--- config.mk ---
export PLATFORM = sky130hd
export DESIGN_NAME = lfsr_burst_sched
export DESIGN_NICKNAME = d
export VERILOG_FILES = /design/src/rtl/lfsr_burst_sched.sv
export SDC_FILE = /design/constraint.sdc
export NUM_CORES = 1
export LEC_CHECK = 0
export BUFFER_PORTS_ARGS = -buffer_cell sky130_fd_sc_hd__buf_2
export CORE_UTILIZATION = 60
export DETAILED_ROUTE_END_ITERATION = 10
export GPL_TIMING_DRIVEN = 0
export PLACE_DENSITY_LB_ADDON = 0.2
export SETUP_SLACK_MARGIN = 0.05
export SLEW_MARGIN = 5
export SYNTH_ARGS = -nofsm -noshare
export SYNTH_HDL_FRONTEND = slang
export SYNTH_SLANG_ARGS = --single-unit
--- constraint.sdc ---
create_clock -name clk -period 5.82 [get_ports clk]
set_input_delay 0.291 -clock clk [delete_from_list [all_inputs] [get_ports clk]]
set_output_delay 0.291 -clock clk [all_outputs]
set_load 0.01 [all_outputs]
--- src/rtl/lfsr_burst_sched.sv ---
// Burst scheduler that reseeds an external 8-bit LFSR and streams its bytes
// to a UART TX over valid/ready, with a programmable idle gap between bytes.
module lfsr_burst_sched #(
    parameter int CNT_W = 16,
    parameter int GAP_W = 8
) (
    input  logic             clk,
    input  logic             rst,
    input  logic             start,
    input  logic             abort,
    input  logic [CNT_W-1:0] burst_len,
    input  logic [GAP_W-1:0] gap_cycles,
    input  logic [7:0]       lfsr_data,
    output logic             lfsr_rst,
    output logic             lfsr_en,
    output logic [7:0]       tx_data,
    output logic             tx_valid,
    input  logic             tx_ready,
    output logic             busy,
    output logic             done,
    output logic [CNT_W-1:0] byte_count
);

    typedef enum logic [2:0] {IDLE, SEED, LOAD, SEND, GAP} state_t;

    state_t           state, state_n;
    logic [CNT_W-1:0] len_q, len_n, cnt_n;
    logic [GAP_W-1:0] gap_q, gap_n, gcnt, gcnt_n;
    logic [7:0]       data_n;
    logic             valid_n, done_n, hs;

    assign hs = (state == SEND) && tx_valid && tx_ready;

    // The LFSR must step on the handshake edge itself so the following LOAD
    // already sees the next pattern byte; this is the only unregistered output.
    assign lfsr_en = rst && hs;

    always_comb begin
        state_n = state;
        len_n   = len_q;
        gap_n   = gap_q;
        gcnt_n  = gcnt;
        cnt_n   = byte_count;
        data_n  = tx_data;
        valid_n = tx_valid;
        done_n  = 1'b0;
        case (state)
            IDLE: begin
                if (start && burst_len != '0) begin
                    len_n   = burst_len;
                    gap_n   = gap_cycles;
                    cnt_n   = '0;
                    state_n = SEED;
                end
            end
            SEED: state_n = LOAD;
            LOAD: begin
                data_n  = lfsr_data;
                valid_n = 1'b1;
                state_n = SEND;
            end
            SEND: begin
                if (hs) begin
                    valid_n = 1'b0;
                    cnt_n   = byte_count + CNT_W'(1);
                    if (cnt_n == len_q) begin
                        state_n = IDLE;
                        done_n  = 1'b1;
                    end else if (gap_q == '0) begin
                        state_n = LOAD;
                    end else begin
                        state_n = GAP;
                        gcnt_n  = gap_q;
                    end
                end
            end
            GAP: begin
                if (gcnt <= GAP_W'(1)) state_n = LOAD;
                else                   gcnt_n  = gcnt - GAP_W'(1);
            end
            default: state_n = IDLE;
        endcase
        // Abort keeps any byte counted on this same edge but never signals done.
        if (abort && state != IDLE) begin
            state_n = IDLE;
            valid_n = 1'b0;
            done_n  = 1'b0;
        end
    end

    always_ff @(posedge clk) begin
        if (!rst) begin
            state      <= IDLE;
            len_q      <= '0;
            gap_q      <= '0;
            gcnt       <= '0;
            byte_count <= '0;
            tx_data    <= '0;
            tx_valid   <= 1'b0;
            done       <= 1'b0;
            busy       <= 1'b0;
            lfsr_rst   <= 1'b1;
        end else begin
            state      <= state_n;
            len_q      <= len_n;
            gap_q      <= gap_n;
            gcnt       <= gcnt_n;
            byte_count <= cnt_n;
            tx_data    <= data_n;
            tx_valid   <= valid_n;
            done       <= done_n;
            busy       <= (state_n != IDLE);
            lfsr_rst   <= (state_n == SEED);
        end
    end

endmodule

==> flow_summary_export.csv <==
group,metric,value,unit
run_status,outcome,"completed",
clocking,cts_max_level,3,
die,num_io_pins,66,
worst_hold_path,hp-start,"gap_cycles[7]",
route,route.detailed.drc,0,
logic_synthesis,ys_ff_latch,63,
route,wire_per_inst,16.1,um
worst_setup_path,cp-start-kind,"flip-flop",
power,power_density,248,nW/um^2
route,via_count,3522,
worst_setup_path,rr_worst_depth,9,
power,leakagePower,1.66,nW
worst_setup_path,r2r-start,"byte_count[0]",
timing,fin_crit_sh,57.7,%
die,die_height,77.7,um
timing,rsz0062_at_grt,"no",
global_route,grt_start_max_net_pins,13,
layout,diodes,0,
die,die-area,6030,sq um
worst_setup_path,timing.rr.end,"gcnt[3]",
worst_setup_path,path_class,"flip-flop to flip-flop",
clocking,cts_setup_buffers,0,
layout,multi_input_area,2050,sq um
layout,finalNonFillerCells,572,
logic_synthesis,async_flop_share,0,%
logic_synthesis,syn_nets,459,
timing,finClkSkew,5.33,ps
logic_synthesis,yosysUniqueCellTypes,54,
clocking,clockBufferDepth,2,
worst_setup_path,worstPathArrival,3620,ps
route,first_iter_violations,364,
die,core_area,5510,sq um
timing,fin_ws,2460,ps
place,dp_hpwl,6.77,mm
worst_setup_path,critPathLaunch,"byte_count[0]",
layout,fin_nets,535,
worst_setup_path,end_kind,"flip-flop",
timing,setup-violations-final,0,
place,preCtsSetupSlack,2580,ps
timing,min_period,3360,ps
route,vias_per_cell,6.16,
layout,final_core_utilization,73.1,%
die,rows,27,
power,power.total,1.00,mW
global_route,grt_pass1_vias,3266,
die,die_x,77.7,um
logic_synthesis,synth_cells,419,
logic_synthesis,seq_area_frac_synth,36.7,%
place,gp_congestion,0.953,
clocking,clkTransAtPathRegs,80,ps
worst_setup_path,ff2ff_setup_slack,2460,ps
timing,max_slew_margin,50.4,%
timing,clock.fmax,298,MHz
timing,fin_tns_setup,0,ps
worst_setup_path,crit_path_end,"gcnt[3]",
worst_setup_path,critPathRequiredTime,6090,ps
logic_synthesis,avgSynthCellArea,8.20,sq um
route,wl,9.20,mm
timing,tightestPinTransition,739,ps
clocking,numCtsBuffers,9,
global_route,grt_usage,32.1,%
global_route,antenna_found_initial,0,
job,drv_cap,0,
clocking,hold_buffers,0,
layout,area_growth_syn_to_layout,17.1,%
die,initial_utilization,62.4,%
place,portBuffers,65,
clocking,clock-root-buffer,"clkbuf_8",
timing,hold_viol_final,0,
clocking,cts_tree,"built",
clocking,clock_latency,350,ps
layout,regArea,1260,sq um
logic_synthesis,synth-main-ff-cell,"dfxtp_1",
global_route,overflow,0,
power,ir_worst_vdd,0.175,mV
layout,layout-drive-gt1-share,19.8,%
clocking,cts_sinks,63,
route,antenna_left,0,
worst_setup_path,crit_fanout,10,
logic_synthesis,synth.cell_area,3440,sq um
route,drtPass1Iterations,5,
clocking,cts_resized,0,
timing,final_max_slew_viol_count,0,
place,place_inst,556,
worst_hold_path,min-delay-path-class,"input pin to flip-flop",
layout,nFillCells,427,
global_route,grt_pass1_wl,15.0,mm
logic_synthesis,synth-edff-count,0,
logic_synthesis,ys_warn_count,0,
==> layout by cell type (no fill, tap or decap), types with 3 or more instances in the layout <==
cell type / instances
and3_1: 3
xnor2_1: 18
or3_1: 5
or4_1: 6
inv_1: 5
mux2i_1: 36
clkbuf_1: 14
buf_1: 3
nand2_1: 30
buf_2: 70
o2bb2ai_1: 5
nor2_1: 66
clkinvlp_4: 4
nand4_1: 5
a31oi_1: 5
a21oi_1: 29
xor2_1: 3
nor2b_1: 4
o21ai_0: 23
nor3_1: 14
dfxtp_1: 63
nand2b_1: 6
nand3b_1: 3
ha_1: 3
clkbuf_8: 9
nand3_1: 12
nor4_1: 12
nor3b_1: 4
==> Yosys cell counts, drive strengths merged (9+ instances only) <==
master / n / share of area (%)
nand2: 30 / 3.3
a21oi: 29 / 4.2
mux2i: 36 / 10
nand3: 13 / 2.0
o21ai: 23 / 3.3
dfxtp: 63 / 37
nor4: 13 / 2.5
nor3: 14 / 2.0
nor2: 67 / 7.5
buf: 9 / 1.3
clkbuf: 15 / 1.7
xnor2: 18 / 4.6
==> registers in the layout, summed over array words and instances, names as in the netlist, 3 cells and up <==
signal,flops
gcnt,8
tx_data,8
gap_q,8
byte_count,16
state,3
len_q,16
==> power by group <==
part           internal, mW  switching (mW)
Combinational        0.0779           0.104
Sequential            0.456          0.0215
Clock                 0.154           0.187
Total                 0.688           0.312
==> logic make-up (layout without fill, tap and decap cells) <==
| family | Yosys count | in the layout | share of synthesized area, % |
|---|---|---|---|
| flops | 63 | 63 | 36.7 |
| simple gates | 185 | 185 | 27.5 |
| buf+inv | 30 | 111 | 3.60 |
| fa+ha+maj | 3 | 3 | 1.09 |
| mux | 36 | 36 | 10.5 |
| xor+xnor | 21 | 21 | 5.35 |
| compound gates | 81 | 81 | 15.3 |
==> routing by layer <==
| layer | share of wire (%) | global-route usage [%] | up-vias |
|---|---|---|---|
| met5 | 0 | 0 | - |
| met4 | 5.1 | 22.3 | 0 |
| met3 | 9.4 | 8.12 | 51 |
| met2 | 42 | 46.9 | 208 |
| met1 | 43 | 41.3 | 1597 |
| li1 | - | - | 1666 |
==> worst max-delay path, cell delays in order (launching register included) <==
cell and delay (ps):
dfxtp_1 480, ha_1 370, nand3_2 170, clkbuf_1 260, nor4_1 470, mux2i_1 300, nor2_1 90, nor3_1 620
a21boi_4 210, a221oi_2 290
==> worst min path at each step <==
stage | to | slack, ps | depth (start not counted)
finish | gap_q[7] | 170 | 3
detailed placement | gcnt[4] | 470 | 2
global route | gap_q[6] | 170 | 3
floorplan | gap_q[0] | 430 | 2
global placement | gcnt[6] | 460 | 2
CTS | gap_q[5] | 170 | 3
==> area by class of cell <==
cell class | count | share of cell area (%)
plain buffers | 24 | 2.52
inverters | 6 | 0.560
clock inverters | 7 | 1.21
multi-input cells | 326 | 51.0
flip-flops and latches | 63 | 31.3
well taps | 72 | 2.24
repair buffers | 65 | 8.08
clock buffers | 9 | 3.08
==> stage by stage <==
| stage | area, sq um | hold WS [ps] |
|---|---|---|
| 2_1_floorplan | 3440 | 435 |
| 3_3_place_gp | 3850 | 465 |
| 3_5_place_dp | 3850 | 469 |
| 4_1_cts | 4030 | 168 |
| 5_1_grt | 4030 | 175 |
| 6_report | 4030 | 165 |
No activity file was read; power rests on OpenSTA's default activity.
